## src/rtl/control_unit.sv

```systemverilog
// control_unit: hardwired multi-cycle sequencer for a simple load/store CPU.
// Ports: clk, clr (sync active-low reset), ir (opcode ir[31:27]), mem_ready;
//   outputs are memory strobes, bus-drive selects, register load strobes,
//   register-file select/encode controls, op_code (ALU op) and run.
// Optional: define MUL_DIV_EN to sequence mul/div through LO/HI.
module control_unit (
    input  logic        clk,
    input  logic        clr,
    input  logic [31:0] ir,
    input  logic        mem_ready,
    output logic        mem_read,
    output logic        mem_write,
    output logic        pc_out,
    output logic        zlo_out,
    output logic        zhi_out,
    output logic        mdr_out,
    output logic        pc_enable,
    output logic        pc_increment,
    output logic        mar_in,
    output logic        mdr_enable,
    output logic        mdr_read,
    output logic        ir_enable,
    output logic        y_enable,
    output logic        zlo_enable,
    output logic        zhi_enable,
    output logic        lo_enable,
    output logic        hi_enable,
    output logic        gra,
    output logic        grb,
    output logic        grc,
    output logic        r_in,
    output logic        r_out,
    output logic        ba_out,
    output logic        c_out,
    output logic [4:0]  op_code,
    output logic        run
);

    localparam logic [3:0] S_RST  = 4'd0;
    localparam logic [3:0] S_T0   = 4'd1;
    localparam logic [3:0] S_T1   = 4'd2;
    localparam logic [3:0] S_T2   = 4'd3;
    localparam logic [3:0] S_T3   = 4'd4;
    localparam logic [3:0] S_T4   = 4'd5;
    localparam logic [3:0] S_T5   = 4'd6;
    localparam logic [3:0] S_T6   = 4'd7;
    localparam logic [3:0] S_T7   = 4'd8;
    localparam logic [3:0] S_HALT = 4'd9;

    logic [3:0] state_q, state_d;
    logic [4:0] opc;
    logic       is_r, is_addi, is_ld, is_st, is_mem, is_md, is_halt;
    logic       rd_wait, mdr_en_st;
    logic       unused_ir;

    assign opc       = ir[31:27];
    assign unused_ir = ^ir[26:0];

    assign is_r    = (opc >= 5'd3) && (opc <= 5'd8);
    assign is_addi = (opc == 5'd12);
    assign is_ld   = (opc == 5'd0);
    assign is_st   = (opc == 5'd2);
    assign is_mem  = is_ld | is_st;
    assign is_halt = (opc == 5'd27);
`ifdef MUL_DIV_EN
    assign is_md   = (opc == 5'd15) || (opc == 5'd16);
`else
    assign is_md   = 1'b0;
`endif

    always_comb begin
        state_d = state_q;
        case (state_q)
            S_RST:  state_d = S_T0;
            S_T0:   state_d = S_T1;
            S_T1:   if (mem_ready) state_d = S_T2;
            S_T2:   state_d = S_T3;
            S_T3: begin
                if (is_halt)
                    state_d = S_HALT;
                else if (is_r | is_addi | is_mem | is_md)
                    state_d = S_T4;
                else
                    state_d = S_T0;
            end
            S_T4:   state_d = S_T5;
            S_T5:   state_d = (is_mem | is_md) ? S_T6 : S_T0;
            S_T6: begin
                if (is_st)
                    state_d = S_T7;
                else if (is_ld) begin
                    if (mem_ready) state_d = S_T7;
                end else
                    state_d = S_T0;
            end
            S_T7:   if (is_ld || mem_ready) state_d = S_T0;
            S_HALT: state_d = S_HALT;
            default: state_d = S_RST;
        endcase
    end

    always_ff @(posedge clk) begin
        if (!clr)
            state_q <= S_RST;
        else
            state_q <= state_d;
    end

    // Read waits latch MDR only on the completing cycle; a reset
    // arriving in that same cycle cancels the capture.
    assign rd_wait    = (state_q == S_T1) || ((state_q == S_T6) && is_ld);
    assign mdr_enable = mdr_en_st | (rd_wait & mem_ready & clr);

    always_comb begin
        mem_read     = 1'b0;
        mem_write    = 1'b0;
        pc_out       = 1'b0;
        zlo_out      = 1'b0;
        zhi_out      = 1'b0;
        mdr_out      = 1'b0;
        pc_enable    = 1'b0;
        pc_increment = 1'b0;
        mar_in       = 1'b0;
        mdr_en_st    = 1'b0;
        mdr_read     = 1'b0;
        ir_enable    = 1'b0;
        y_enable     = 1'b0;
        zlo_enable   = 1'b0;
        zhi_enable   = 1'b0;
        lo_enable    = 1'b0;
        hi_enable    = 1'b0;
        gra          = 1'b0;
        grb          = 1'b0;
        grc          = 1'b0;
        r_in         = 1'b0;
        r_out        = 1'b0;
        ba_out       = 1'b0;
        c_out        = 1'b0;
        op_code      = 5'b00000;
        run          = 1'b1;
        case (state_q)
            S_T0: begin
                pc_out = 1'b1; mar_in = 1'b1; pc_increment = 1'b1;
            end
            S_T1: begin
                mem_read = 1'b1; mdr_read = 1'b1;
            end
            S_T2: begin
                mdr_out = 1'b1; ir_enable = 1'b1;
            end
            S_T3: begin
                if (is_mem) begin
                    grb = 1'b1; ba_out = 1'b1; y_enable = 1'b1;
                end else if (is_r | is_addi) begin
                    grb = 1'b1; r_out = 1'b1; y_enable = 1'b1;
                end else if (is_md) begin
                    gra = 1'b1; r_out = 1'b1; y_enable = 1'b1;
                end
            end
            S_T4: begin
                if (is_r) begin
                    grc = 1'b1; r_out = 1'b1; zlo_enable = 1'b1;
                    op_code = opc;
                end else if (is_addi | is_mem) begin
                    c_out = 1'b1; zlo_enable = 1'b1;
                    op_code = 5'b00011;
                end else if (is_md) begin
                    grb = 1'b1; r_out = 1'b1;
                    zlo_enable = 1'b1; zhi_enable = 1'b1;
                    op_code = opc;
                end
            end
            S_T5: begin
                zlo_out = 1'b1;
                if (is_mem)
                    mar_in = 1'b1;
                else if (is_md)
                    lo_enable = 1'b1;
                else begin
                    gra = 1'b1; r_in = 1'b1;
                end
            end
            S_T6: begin
                if (is_ld) begin
                    mem_read = 1'b1; mdr_read = 1'b1;
                end else if (is_st) begin
                    gra = 1'b1; r_out = 1'b1; mdr_en_st = 1'b1;
                end else if (is_md) begin
                    zhi_out = 1'b1; hi_enable = 1'b1;
                end
            end
            S_T7: begin
                if (is_ld) begin
                    mdr_out = 1'b1; gra = 1'b1; r_in = 1'b1;
                end else
                    mem_write = 1'b1;
            end
            S_HALT: run = 1'b0;
            default: ;
        endcase
    end

endmodule

```

## config.mk

```make
export PLATFORM = sky130hd
export DESIGN_NAME = control_unit
export DESIGN_NICKNAME = d
export VERILOG_FILES = /design/src/rtl/control_unit.sv
export SDC_FILE = /design/constraint.sdc
export NUM_CORES = 1
export LEC_CHECK = 0
export CAP_MARGIN = 15
export CORE_MARGIN = 2
export CORE_UTILIZATION = 28
export CTS_BUF_LIST = sky130_fd_sc_hd__clkbuf_4
export CTS_CLUSTER_DIAMETER = 200
export DETAILED_ROUTE_END_ITERATION = 6
export PLACE_DENSITY_LB_ADDON = 0.1
export SYNTH_ARGS = -nofsm -noshare
export SYNTH_HDL_FRONTEND = slang
export SYNTH_SLANG_ARGS = --single-unit
```

## constraint.sdc

```tcl
create_clock -name clk -period 2 [get_ports clk]
set_clock_uncertainty 0.15 [all_clocks]
set_input_delay 0.2 -clock clk [delete_from_list [all_inputs] [get_ports clk]]
set_output_delay 0.2 -clock clk [all_outputs]
set_load 0.01 [all_outputs]
```

Word level (Yosys, flattened, before mapping)
Cells that the tools add are included.
Cells by class
  magnitude comparators: 2
  equality and inequality tests: 15
  mux-type cells: 42
  bitwise logic cells: 7
  reduce and logical (&&, ||, !) cells: 7
Operator list (number)
  $pmux 4 s10: 1
  $mux 1: 24
  $mux 4: 6
  $eq 4x3->1 const B: 4
  $mux 5: 2
  $eq 4x2->1 const B: 2
  $eq 4x4->1 const B: 2
  $pmux 1 s2: 4
  $mux 3: 2
  $pmux 1 s3: 2
  $eq 5x2->1 const B: 1
  $eq 5x4->1 const B: 1
  $eq 5x5->1 const B: 1
  $ge 5x2->1 const B: 1
  $le 5x4->1 const B: 1
  $logic_not 5->1: 1
  $or 1x1->1: 5
  $eq 4x1->1 const B: 1
  $logic_not 4->1: 1
  $ne 2x2->1 const B: 2
  $ne 4x4->1 const B: 1
  $reduce_and 3->1: 1
  $and 1x1->1: 2
  $logic_and 1x1->1: 2
  other kinds (2): 3
Word-level totals
  register bits after elaboration: 4
  input port bits: 35
  logic and storage cells: 74

Longest topological paths before layout
  word-level depth: 7
  gate-level depth with buffers: 7
  depth with buffers taken out: 4

Worst setup path before layout
No wires, ideal clock.
  path kind: in2reg
  from: input ir[30]
  to: register state_q[2]
  library setup time: 74 ps
  data arrival time: 1875 ps
  slack: -100 ps
  stages: 5
  path buffers: 1
  cells stage by stage: buf_6 or4_4 or4_1 or4b_1 o21ai_0
On the way
  longest elaborated chain between the ends: 7
  elaborated cells between the ends (all ways): 20
Ends and longest elaborated chain
  start: declaration: RTL line 9  | input logic [31:0] ir,
  $ge 5x2->1 or $le 5x4->1 (tied branches): RTL line 59  | assign is_r = (opc >= 5'd3) && (opc <= 5'd8);
  $logic_and 1x1->1: RTL line 59
  $or 1x1->1 (2 in a row): RTL line 81  | else if (is_r | is_addi | is_mem | is_md)
  $mux 3: RTL line 81
  $mux 4: RTL line 79  | if (is_halt)
  $pmux 4 s10: RTL line 73  | case (state_q)
  end signal: assignment: RTL line 106  | state_q <= state_d;
  end: declaration: RTL line 50  | logic [3:0] state_q, state_d;
Several ways; a longest one is shown, not always the timed one.
A chain may end at the register's enable or synchronous reset.

Final worst setup path
Same ends and word-level chain as after synthesis.

==> reports/metrics.yaml <==
outcome:
  status: "finished with violations"
  violations: "negative setup slack"
floorplanning:
  io_pins: 65
  dieArea_um2: 2920
  die_h_um: 54.0
  fp.dieW_um: 54.0
  start_util: 0.288
  core_area_um2: 2430
  row_count: 18
yosys:
  synth_warnings: 0
  netlist_area_um2: 701
  yosysMostFrequentCell: "nor2_1"
  synth_commonest_cells: "nor2_1, buf_4, o21ai_0"
  synth_edf_count: 0
  yosys.area.top_type_share: 0.114
  syn-instance-count: 110
  ys_types: 37
  ys_seq_area_frac: 0.114
  ys_async_sr_fraction: 0
  synth_area_leaders: "dfxtp_1, buf_4, nor2_1, o21ai_0, nand2b_1"
  avgSynthCellArea_um2: 6.37
  ys_ff_latch: 4
  synth_top_flop_cell: "dfxtp_1"
  synth_largest_area_cell: "dfxtp_1"
min_path:
  hp-class: "input pin to flop"
  holdCritStartpoint: "ir[31]"
timing:
  setup-tns-final_ns: -0.00941
  hold_viol: 0
  final.min_clock_period_ns: 2.01
  setup_violations: 2
  worst_slack_ns: -0.00634
  finalMaxSlewViolations: 0
  fmax_mhz: 498
  hold-worst-slack_ns: 0.380
  rsz0062_at_grt: "true"
  period_share: 1.00
setup_path:
  endpoint_kind: "flop"
  slowest_stage: "or4_4"
  cp_max_fo: 6
  r2r_start: "state_q[0]"
  critPathMaxStageDelay_ns: 0.59
  required_ns: 2.02
  crit_type: "input pin to flop"
  crit_chain: "buf_6 > or4_4 > buf_6 > or4_4 > or4b_4 > o21ai_1"
  critPathArrivalTime_ns: 2.03
  cp-startpoint: "ir[30]"
  startpoint_type: "input pin"
routing:
  vias_per_cell: 5.14
  wirelength_um: 2430
  vias: 997
  ant_nets: 0
  met3_length_um: 131
  top_layer_used: "met4"
  drc: 0
  wl_met1_um: 976
  wl_per_cell_um: 12.5
  drt_iter0_drc: 14
  first_pass_iters: 4
  dr_wl_met2_um: 1280
power_and_ir_drop:
  power_density_nw_per_um2: 325
  cellLeakagePower_nw: 0.651
  vdd_ir_drop_max_uv: 217
  finalPower_w: 0.000428
placement:
  post-dp-hpwl_um: 1810
  io_buffers: 31
  gp_congestion: 0.834
cells_and_area:
  drive_gt1_frac: 0.488
  fin_nets: 201
  multi_input_area_um2: 631
  regMostFlops: "state_q"
  n_fill_cell: 262
  syn2layout_area_growth_pct: 88.2
  num_antenna_cells: 0
  largest_reg_flops: 4
  regArea_um2: 83.8
  largestRegisters: "state_q x4"
clocking:
  path_clk_slew_ns: 0.04
  clock_latency_ns: 0.24
  cts_tree: "yes"
  cts_root_buffer: "clkbuf_4"
  cts_sinks: 4
  cts_buffers: 3
  cts_buffer_depth: 2
  ctsHtreeMaxLevel: 1
global_routing:
  antenna_found_initial: 0
  grt_max_degree: 13
  grt_pass1_vias: 910
  grtUsageTotal: 0.180
  grt_first_pass_wirelength_um: 3870
  grt_overflow_total: 0
run:
  max_cap_viol_count: 0
timing repair:
action | in CTS | in global routing
hold buffers | 0 | 0
setup buffers | 5 | 1
setup endpoints to repair | 28 | 18
pin swaps | 12 | 4
gates resized for setup | 88 | 22
endpoints found under the hold margin | 0 | 0
worst max-delay path: cells and delay by family:
family                 cells  cell delay [ns]
buffers and inverters      2             0.24
AO/OA/AOI/OAI              1             0.08
AND/OR/NAND/NOR            3             1.50
power by group:
| group | internal, W | switching, W |
|---|---|---|
| clock network | 0.0000675 | 0.0000392 |
| logic | 0.000111 | 0.000120 |
| registers | 0.0000867 | 0.00000391 |
area by class of cell:
class	instances	share of cell area
multi-input combinational	88	0.478
timing repair buffer	63	0.396
sequential	4	0.0636
tap	30	0.0285
clock buffer	3	0.0171
inverter	6	0.0171
cells by family after synthesis:
family          share of synthesized area
other cells                       0.00535
compound gates                      0.257
flops                               0.114
mux                                0.0143
xor+xnor                           0.0250
simple gates                        0.402
buf+inv                             0.182
final timing paths:
check | endpoint | depth (start not counted) | slack (ns)
worst max register to register | state_q[2] | 6 | 0.03
worst min register to register | state_q[3] | 3 | 0.46
worst min-delay path | state_q[2] | 5 | 0.38
worst max-delay path | state_q[2] | 6 | -0.006
cells in the final DEF, fill, tap and decap left out, drive strengths merged:
cell type      synthesis  routed
a211o                  1       1
a21oi                  6       6
a22oi                  1       1
a31o                   1       1
a32oi                  1       1
and2                   1       1
and3                   4       4
buf                   10      41
clkbuf                 7       6
clkdlybuf4s15          0       6
clkdlybuf4s50          0       3
conb                   1       6
dfxtp                  4       4
dlygate4sd2            0       9
dlymetal6s2s           0       1
inv                    6       6
mux2i                  1       1
nand2                  6       6
nand2b                 5       5
nand3b                 1       1
nand4                  2       2
nand4b                 1       1
nor2                  14      14
nor2b                  1       1
nor3                   5       5
nor4                   4       4
o2111ai                1       1
o21a                   2       2
o21ai                  9       9
o21ba                  1       1
o21bai                 1       1
o22ai                  2       2
o311ai                 1       1
o32ai                  1       1
or2                    2       2
or4                    3       3
or4b                   2       2
xor2                   2       2
metal layers:
| layer | GRT usage | vias to the layer above |
|---|---|---|
| met5 | 0 | - |
| met4 | 0.0625 | 0 |
| met3 | 0.0194 | 5 |
| met2 | 0.339 | 35 |
| met1 | 0.208 | 460 |
| li1 | - | 497 |
through the flow:
stage	setup WS [ns]	util	std cells	cell area (um^2)
4_1_cts	-0.0736	0.522	193	1270
3_3_place_gp	-0.607	0.476	185	1160
6_report	-0.00634	0.542	194	1320
5_1_grt	-0.0369	0.542	194	1320
2_1_floorplan	-0.0217	-	115	723
3_5_place_dp	-0.634	0.476	185	1160
No activity file was read; power rests on OpenSTA's default activity.
